### src/rtl/dsp_mac_pkg.sv
// Shared constants and types for the DSP48A1 dot-product sequencer.
package dsp_mac_pkg;

    localparam int P_W  = 48;
    localparam int OP_W = 18;

    localparam logic [7:0] OPM_FIRST  = 8'h0D;
    localparam logic [7:0] OPM_ACC    = 8'h09;
    localparam logic [7:0] OPM_BUBBLE = 8'h08;
    localparam logic [7:0] OPM_BIAS   = 8'h0C;

    localparam logic [1:0] S_IDLE  = 2'd0;
    localparam logic [1:0] S_RUN   = 2'd1;
    localparam logic [1:0] S_DRAIN = 2'd2;
    localparam logic [1:0] S_DONE  = 2'd3;

    // Per-slot bookkeeping that travels alongside the slice pipeline
    typedef struct packed {
        logic vld;
        logic is_real;
        logic last;
    } tag_t;

    function automatic logic [7:0] pair_opmode(input logic first);
        return first ? OPM_FIRST : OPM_ACC;
    endfunction

endpackage

### src/rtl/dsp_issue_delay.sv
// Aligns {opmode,C} with the slice input registers and tracks slot tags
// through the slice latency.
module dsp_issue_delay
    import dsp_mac_pkg::*;
#(
    parameter int OPM_DLY = 1,
    parameter int LAT     = 3
) (
    input  logic           clk,
    input  logic           rst_n,
    input  logic [7:0]     opm_i,
    input  logic [P_W-1:0] c_i,
    input  tag_t           tag_i,
    output logic [7:0]     opm_o,
    output logic [P_W-1:0] c_o,
    output tag_t           tag_o
);

    logic [OPM_DLY-1:0][7:0]     opm_q;
    logic [OPM_DLY-1:0][P_W-1:0] c_q;
    tag_t [LAT-1:0]              tag_q;

    always_ff @(posedge clk) begin
        if (!rst_n) begin
            opm_q <= {OPM_DLY{OPM_BUBBLE}};
            c_q   <= '0;
        end else begin
            opm_q[0] <= opm_i;
            c_q[0]   <= c_i;
            for (int i = 1; i < OPM_DLY; i++) begin
                opm_q[i] <= opm_q[i-1];
                c_q[i]   <= c_q[i-1];
            end
        end
    end

    always_ff @(posedge clk) begin
        if (!rst_n) begin
            tag_q <= '0;
        end else begin
            tag_q[0] <= tag_i;
            for (int i = 1; i < LAT; i++) begin
                tag_q[i] <= tag_q[i-1];
            end
        end
    end

    assign opm_o = opm_q[OPM_DLY-1];
    assign c_o   = c_q[OPM_DLY-1];
    assign tag_o = tag_q[LAT-1];

endmodule

### src/rtl/dsp_mac_sequencer.sv
// Dot-product sequencer driving a DSP48A1-style slice.
// Define DSP_MAC_OVF_EN to build the sticky carry-out (res_ovf) tracking.
module dsp_mac_sequencer
    import dsp_mac_pkg::*;
#(
    parameter int LEN_W   = 8,
    parameter int LAT     = 3,
    parameter int OPM_DLY = 1
) (
    input  logic              clk,
    input  logic              rst_n,
    input  logic              cmd_valid,
    output logic              cmd_ready,
    input  logic [LEN_W-1:0]  cmd_len,
    input  logic [P_W-1:0]    cmd_bias,
    input  logic              in_valid,
    output logic              in_ready,
    input  logic [OP_W-1:0]   in_a,
    input  logic [OP_W-1:0]   in_b,
    output logic              res_valid,
    input  logic              res_ready,
    output logic [P_W-1:0]    res_data,
    output logic              res_ovf,
    output logic [OP_W-1:0]   dsp_a,
    output logic [OP_W-1:0]   dsp_b,
    output logic [P_W-1:0]    dsp_c,
    output logic [7:0]        dsp_opmode,
    output logic              dsp_ce,
    output logic              dsp_rst,
    input  logic [P_W-1:0]    dsp_p,
    input  logic              dsp_carryout
);

    logic [1:0]       state_q, state_d;
    logic [LEN_W-1:0] len_q, len_d;
    logic [LEN_W-1:0] issued_q, issued_d;
    logic [P_W-1:0]   bias_q, bias_d;
    logic [P_W-1:0]   res_data_q, res_data_d;
    logic             ce_q, rst_q;

    logic [7:0]       slot_opm, opm_dly;
    logic [P_W-1:0]   slot_c, c_dly;
    tag_t             slot_tag, tag_out;
    logic             cmd_acc, in_acc;

    assign cmd_ready = ce_q && (state_q == S_IDLE);
    assign in_ready  = (state_q == S_RUN) && (issued_q != len_q);
    assign res_valid = (state_q == S_DONE);
    assign cmd_acc   = cmd_valid && cmd_ready;
    assign in_acc    = in_valid && in_ready;

    always_comb begin
        state_d    = state_q;
        len_d      = len_q;
        bias_d     = bias_q;
        issued_d   = issued_q;
        res_data_d = res_data_q;
        slot_opm   = OPM_BUBBLE;
        slot_c     = '0;
        slot_tag   = '0;
        dsp_a      = '0;
        dsp_b      = '0;
        case (state_q)
            S_IDLE: begin
                if (cmd_acc) begin
                    len_d    = cmd_len;
                    bias_d   = cmd_bias;
                    issued_d = '0;
                    // Empty job: a single C-only slot loads the bias into P
                    if (cmd_len == '0) begin
                        slot_opm = OPM_BIAS;
                        slot_c   = cmd_bias;
                        slot_tag = '{vld: 1'b1, is_real: 1'b1, last: 1'b1};
                        state_d  = S_DRAIN;
                    end else begin
                        state_d  = S_RUN;
                    end
                end
            end
            S_RUN: begin
                slot_tag.vld = 1'b1;
                if (in_acc) begin
                    dsp_a            = in_a;
                    dsp_b            = in_b;
                    issued_d         = issued_q + LEN_W'(1);
                    slot_tag.is_real = 1'b1;
                    slot_opm         = pair_opmode(issued_q == '0);
                    if (issued_q == '0) slot_c = bias_q;
                    if (issued_q == len_q - LEN_W'(1)) begin
                        slot_tag.last = 1'b1;
                        state_d       = S_DRAIN;
                    end
                end
            end
            S_DRAIN: begin
                slot_tag.vld = 1'b1;
                if (tag_out.last) begin
                    res_data_d = dsp_p;
                    state_d    = S_DONE;
                end
            end
            S_DONE: begin
                if (res_ready) state_d = S_IDLE;
            end
            default: state_d = S_IDLE;
        endcase
    end

    always_ff @(posedge clk) begin
        if (!rst_n) begin
            state_q    <= S_IDLE;
            len_q      <= '0;
            issued_q   <= '0;
            bias_q     <= '0;
            res_data_q <= '0;
            ce_q       <= 1'b0;
            rst_q      <= 1'b1;
        end else begin
            state_q    <= state_d;
            len_q      <= len_d;
            issued_q   <= issued_d;
            bias_q     <= bias_d;
            res_data_q <= res_data_d;
            ce_q       <= 1'b1;
            rst_q      <= 1'b0;
        end
    end

    dsp_issue_delay #(
        .OPM_DLY (OPM_DLY),
        .LAT     (LAT)
    ) u_dly (
        .clk   (clk),
        .rst_n (rst_n),
        .opm_i (slot_opm),
        .c_i   (slot_c),
        .tag_i (slot_tag),
        .opm_o (opm_dly),
        .c_o   (c_dly),
        .tag_o (tag_out)
    );

`ifdef DSP_MAC_OVF_EN
    logic ovf_q, ovf_d;

    always_comb begin
        ovf_d = ovf_q;
        if (cmd_acc) ovf_d = 1'b0;
        else if (tag_out.is_real && dsp_carryout) ovf_d = 1'b1;
    end

    always_ff @(posedge clk) begin
        if (!rst_n) ovf_q <= 1'b0;
        else        ovf_q <= ovf_d;
    end

    assign res_ovf = ovf_q;
`else
    assign res_ovf = 1'b0;
`endif

    logic unused_sig;
    assign unused_sig = ^{tag_out.vld, tag_out.is_real, dsp_carryout};

    // Slice sees opmode 0 while held in reset, bubbles once running
    assign dsp_opmode = ce_q ? opm_dly : 8'h00;
    assign dsp_c      = c_dly;
    assign dsp_ce     = ce_q;
    assign dsp_rst    = rst_q;
    assign res_data   = res_data_q;

endmodule
### config.mk
export PLATFORM = sky130hd
export DESIGN_NAME = dsp_mac_sequencer
export DESIGN_NICKNAME = d
export VERILOG_FILES = /design/src/rtl/dsp_mac_pkg.sv /design/src/rtl/dsp_issue_delay.sv /design/src/rtl/dsp_mac_sequencer.sv
export SDC_FILE = /design/constraint.sdc
export NUM_CORES = 1
export LEC_CHECK = 0
export ABC_AREA = 1
export CORE_AREA = 2 2 132 134
export DETAILED_ROUTE_END_ITERATION = 7
export DIE_AREA = 0 0 134 136
export PLACE_DENSITY = 0.79
export SYNTH_ARGS = -nofsm -noshare
export SYNTH_HDL_FRONTEND = slang
export SYNTH_SLANG_ARGS = --single-unit
### constraint.sdc
create_clock -name clk -period 2.1 [get_ports clk]
set_input_delay 0.63 -clock clk [delete_from_list [all_inputs] [get_ports clk]]
set_output_delay 0.63 -clock clk [all_outputs]
set_load 0.1 [all_outputs]
* After elaboration in Yosys (flattened, before gate mapping) *
Index checks and enable logic that the tools add are counted.

operators by class
  add/sub/neg operators = 2
  multipliers = 0
  div/mod/pow operators = 0
  $lt $le $gt $ge = 0
  equality and inequality tests = 10
  shifts and indexed selects = 0
  multiplexer cells = 32
  bitwise logic cells = 0
  reductions and logical operators = 12

operators with widths
  kind                                                    number
  two-way mux 48 bit                                      4
  case mux 48 bit (2 select lines)                        1
  two-way mux 18 bit                                      4
  two-way mux 8 bit                                       3
  logical NOT 8 bit                                       2
  case mux 8 bit (2 select lines)                         1
  two-way mux 2 bit                                       6
  two-way mux 3 bit                                       4
  adder 8 x 1 -> 8 bit (second input constant)            1
  == test 8 bit                                           1
  inequality test 8 bit                                   1
  case mux 2 bit (4 select lines)                         1
  subtractor 8 x 1 -> 8 bit (second input constant)       1
  two-way mux 1 bit                                       6
  inequality test 2 x 1 -> 1 bit (second input constant)  3
  case mux 3 bit (2 select lines)                         1
  AND reduction 5 bit                                     1
  == test 2 bit (second input constant)                   2
  logical AND 1 bit                                       4
  inequality test 2 bit (second input constant)           2
  AND reduction 2 bit                                     2
  AND reduction 3 bit                                     1
  == test 2 x 1 -> 1 bit (second input constant)          1
  logical NOT 2 bit                                       1
  other kinds (2)                                         2

word-level totals
  bits in registers = 175
  bits in latches = 0
  bits in writable memories = 0
  bits in read-only memories = 0
  bits of input ports = 146
  output and inout bits = 146
  logic and storage cells = 68
  memories kept = 0

* Depth between registers and ports, before layout *
  depth in word-level cells = 5
  mapped depth = 15
  depth with buffers taken out = 15

* Modules after synthesis *
Synthesis repeated with hierarchy kept, for this count alone.

unflattened totals
  cells, all modules = 1,050
  area, all modules = 7,472.2 µm²

modules (own cells, without submodules)
  module             times used  cells each  area an instance (µm²)  sequential area each (µm²)
  dsp_mac_sequencer  1           845         5,591.6                 2,322.2
  dsp_issue_delay    1           205         1,880.6                 1,301.2

* Least setup slack after synthesis *
Ideal clock, no wire load.

  kind = register -> output
  from = register state_q[1]
  to = output port dsp_a[14]
  arrival time = 2,436 ps
  data required time = 1,470 ps
  path slack = -966 ps
  cell stages (with the launch flop) = 9
  path buffers = 2
  cells stage by stage = dfxtp_1 > inv_1 > ha_1 > o21ai_2 > inv_2 > nand2_1 > buf_4 > buf_4 > nor2_1

on the way
  word-level cells in the longest chain between the ends = 5

ends and longest elaborated chain
  element                   line                                              RTL
  from (decl)               dsp_mac_sequencer.sv:34                           logic [1:0] state_q, state_d;
  from (signal assigned)    dsp_mac_sequencer.sv:119                          state_q <= state_d;
  == test 2 x 1 -> 1 bit *  dsp_mac_sequencer.sv:47, dsp_mac_sequencer.sv:63
  logical AND 1 bit         dsp_mac_sequencer.sv:47                           assign in_ready = (state_q == S_RUN) && (issued_q != len_q);
  logical AND 1 bit         dsp_mac_sequencer.sv:50                           assign in_acc = in_valid && in_ready;
  two-way mux 18 bit        dsp_mac_sequencer.sv:82                           if (in_acc) begin
  two-way mux 18 bit *      dsp_mac_sequencer.sv:63                           case (state_q)
  to (decl)                 dsp_mac_sequencer.sv:24                           output logic [OP_W-1:0] dsp_a,

Mark *: on every way between the ends. The rest lies on a longest branch, timed or not.

* Final worst setup path *
  from = register len_q[7]
  to = output port dsp_b[9]

on the way
  word-level cells in the longest chain between the ends = 5

ends and longest elaborated chain
  element                 line                      RTL
  from (decl)             dsp_mac_sequencer.sv:35   logic [LEN_W-1:0] len_q, len_d;
  from (signal assigned)  dsp_mac_sequencer.sv:120  len_q <= len_d;
  inequality test 8 bit   dsp_mac_sequencer.sv:47
  logical AND 1 bit       dsp_mac_sequencer.sv:47
  logical AND 1 bit       dsp_mac_sequencer.sv:50
  two-way mux 18 bit      dsp_mac_sequencer.sv:82
  two-way mux 18 bit      dsp_mac_sequencer.sv:63
  to (decl)               dsp_mac_sequencer.sv:25   output logic [OP_W-1:0] dsp_b,

No other way between the ends.

==> flow_metrics.py <==
metrics = {
    "die": {
        "die_height_um": 136,
        "die_area_sq_um": 18200,
        "ioPinCount": 292,
        "die_width_um": 134,
        "std_cell_rows": 48,
        "core_area_sq_um": 16900,
        "initial_core_util": 0.421,
    },
    "timing": {
        "unrepaired_setup_endpoints_after_global_routing": "yes",
        "worstMarginPinSlew_ns": 0.639,
        "timing_max_transition_violations_final": 0,
        "fmaxAchievable_mhz": 374,
        "post-route-period-util": 1.27,
        "worst_slack_ns": -0.573,
        "final.min_clock_period_ns": 2.67,
        "finClkSkew_ns": 0.0131,
        "max_slew_margin": 0.574,
        "finalSetupViolCount": 47,
        "report.final.hold_viol_count": 0,
    },
    "place": {
        "preCtsSetupSlack_ns": -0.247,
        "place.detailed.hpwl_um": 16300,
        "place.gp.congestion": 0.896,
        "placement.io_buffers": 284,
        "placement.cell_area_sq_um": 11800,
    },
    "final_layout": {
        "utilization": 0.753,
        "fillers": 1132,
        "multi_input_area_sq_um": 3510,
        "layout.nets": 1449,
        "layout.cell_area.non_filler_sq_um": 12700,
        "regArea_sq_um": 3420,
        "flow.area_growth_from_synthesis_pct": 78.9,
        "ratio_of_cells_with_drive_above_1_in_the_final_layout": 0.291,
    },
    "setup_path": {
        "worst-r2r-setup-slack_ns": -0.29,
        "required_ns": 1.47,
        "r2r_cells": 19,
        "critPathCaptureType": "output port",
        "start_kind": "register",
        "path_class": "reg2out",
        "arrival_worst_endpoint_ns": 2.04,
        "reg2reg_to": "issued_q[1]",
        "cp_startpoint": "len_q[7]",
        "rr_startpoint": "issued_q[4]",
        "path_max_fanout": 7,
    },
    "cts": {
        "tritoncts_buffers": 17,
        "clk_pin_slew_worst_paths_ns": 0.07,
        "clock_tree.htree_level_count": 4,
        "clock_sinks": 169,
        "clock_insertion_delay_worst_skew_ns": 0.43,
        "tritoncts": "done",
        "clock_tree.root_cell": "clkbuf_16",
        "cts_max_path_buffers": 2,
    },
    "grt": {
        "global_route_wire_length_before_repair_um": 37300,
        "grt_antenna_before_repair": 1,
        "grt_max_degree": 63,
        "first_global_vias": 7419,
        "globalRouteTotalUtil": 0.259,
        "grt_overflow_total": 0,
    },
    "pwr": {
        "finalPower_mw": 10.2,
        "total_leakage_power_nw": 5.06,
        "power_density_relative_to_cell_area_nw_per_um2": 801,
        "peakVddDrop_uv": 747,
    },
    "routing": {
        "dr_total_vias": 7682,
        "detailed_route_wl_um": 24100,
        "detail_route.wl_per_cell_um": 15.7,
        "route.antenna.remaining_nets": 0,
        "route.detailed.drc": 0,
        "drt_first_iter_violations": 396,
        "first_pass_iters": 4,
        "detail_route.vias_per_cell": 5.01,
    },
    "synth": {
        "synth-edff-count": 0,
        "mappedNetlistArea_sq_um": 7100,
        "ys_async_sr_fraction": 0,
        "synth_cell_types": 35,
        "synth_ff_type": "dfxtp_1",
        "synthesis.yosys.warnings": 0,
        "post_synth.cell_area_avg_sq_um": 7.37,
        "ys_ff_latch": 169,
        "synth_cells": 964,
        "synth_seq_area_share": 0.476,
    },
    "job": {
        "cap_viol_max_count": 0,
    },
    "worst_hold_path": {
        "min_to": "u_dly.tag_q[3]",
        "timing.hold.worst.start": "u_dly.tag_q[0]",
        "holdPathStages": 2,
        "worstHoldPathType": "reg2reg",
    },
    "status": {
        "run_status": "finished, violations left",
        "violated_checks": "setup timing",
    },
}
## logic make-up (layout without fill, tap and decap cells)
group / after synthesis / count (layout) / synth area share
simple gates: 455 / 456 / 0.250
flops: 169 / 169 / 0.476
mux: 1 / 1 / 0.00141
buf+inv: 148 / 486 / 0.0879
fa+ha+maj: 7 / 7 / 0.0123
xor+xnor: 4 / 4 / 0.00493
compound gates: 179 / 179 / 0.166
other cells: 1 / 7 / 0.000528
## critical path, cell delays in order, from the launching register on
cell and delay, ns:
dfxtp_2 0.32, inv_1 0.05, nand2_1 0.08, nand2_2 0.08, nor2_2 0.14, nand2_2 0.09, o21ai_2 0.17, inv_2 0.09
nand2_8 0.12, buf_12 0.12, buf_16 0.14, nor2_4 0.05, buf_12 0.16
## through the flow
stage	TNS (ns)	instances	hold slack, ns
2_1_floorplan	-4.12	969	0.390
3_3_place_gp	-10.73	1473	0.407
3_5_place_dp	-11.28	1473	0.404
4_1_cts	-19.71	1525	0.423
5_1_grt	-26.45	1533	0.465
6_report	-21.71	1534	0.418
## worst max-delay path by stage
stage | cells past startpoint | end | slack, ns
floorplan | 11 | dsp_a[14] | -0.16
global placement | 8 | u_dly.c_o[29] | -0.21
detailed placement | 8 | u_dly.c_o[35] | -0.25
CTS | 12 | dsp_b[16] | -0.50
global route | 12 | dsp_b[9] | -0.67
finish | 12 | dsp_b[9] | -0.57
## state kept, by name, indices dropped and copies added (netlist names)
signal	cells
dsp_ce	1
issued_q	8
dsp_rst	1
len_q	8
u_dly.opm_o	2
u_dly.tag_o	1
bias_q	48
u_dly.c_o	48
res_data	48
u_dly.tag_q	2
state_q	2
## per-layer routing
metal / global-route usage / up-vias / share of wire / wire length [um]
met1: 0.301 / 3577 / 0.39 / 9490
met3: 0.0708 / 65 / 0.066 / 1590
met5: 0 / - / 0 / 0
met4: 0.122 / 0 / 0.039 / 933
li1: - / 3768 / - / -
met2: 0.445 / 272 / 0.50 / 12100
## placed cells by master, fill, tap and decap left out, drive strengths merged
master         synthesis  layout
o2111ai                2       2
nand4                  6       6
nand2                168     168
xor2                   4       4
o21bai                 1       1
nor3b                  1       1
a21oi                 64      64
nor2                 261     261
nor3                   1       1
and2                   1       1
buf                   24     236
a41oi                 47      47
o21a                   1       1
conb                   1       6
nand3                 14      15
mux2i                  1       1
clkinvlp               0       4
clkinv                 1       4
o22ai                  1       1
clkbuf                47      19
clkdlybuf4s50          0     142
diode                  0       1
o21ai                 63      63
nor4                   2       2
ha                     7       7
dfxtp                169     169
nand3b                 1       1
inv                   76      81
## layout make-up
class | instances | share of cell area
Tap cell | 225 | 0.0222
Inverter | 77 | 0.0231
Clock inverter | 12 | 0.00709
Antenna cell | 1 | 0.000197
Timing Repair Buffer | 378 | 0.367
Sequential cell | 169 | 0.269
Multi-Input combinational cell | 653 | 0.276
Clock buffer | 19 | 0.0349
## synth_stat cells (all sizes together) (2+ instances only)
library cell,n,share of area
buf,24,0.022
a41oi,47,0.069
nand2,168,0.090
clkbuf,47,0.025
o2111ai,2,0.0025
inv,76,0.040
nand4,6,0.0053
dfxtp,169,0.48
ha,7,0.012
nand3,14,0.012
nor4,2,0.0018
o21ai,63,0.045
xor2,4,0.0049
a21oi,64,0.045
nor2,261,0.14
## power breakdown
part / switching [mW] / internal, mW
Combinational: 2.30 / 1.49
Clock: 1.35 / 1.55
Sequential: 0.111 / 3.37
## what timing repair did
item,CTS,global route
pin swaps,10,19
resized for setup,25,25
hold endpoints to repair,0,0
setup buffers,19,12
cloned,2,1
endpoints found under the setup margin,38,54
hold buffers,0,0
Note: power is estimated with default switching activity, not from simulation.
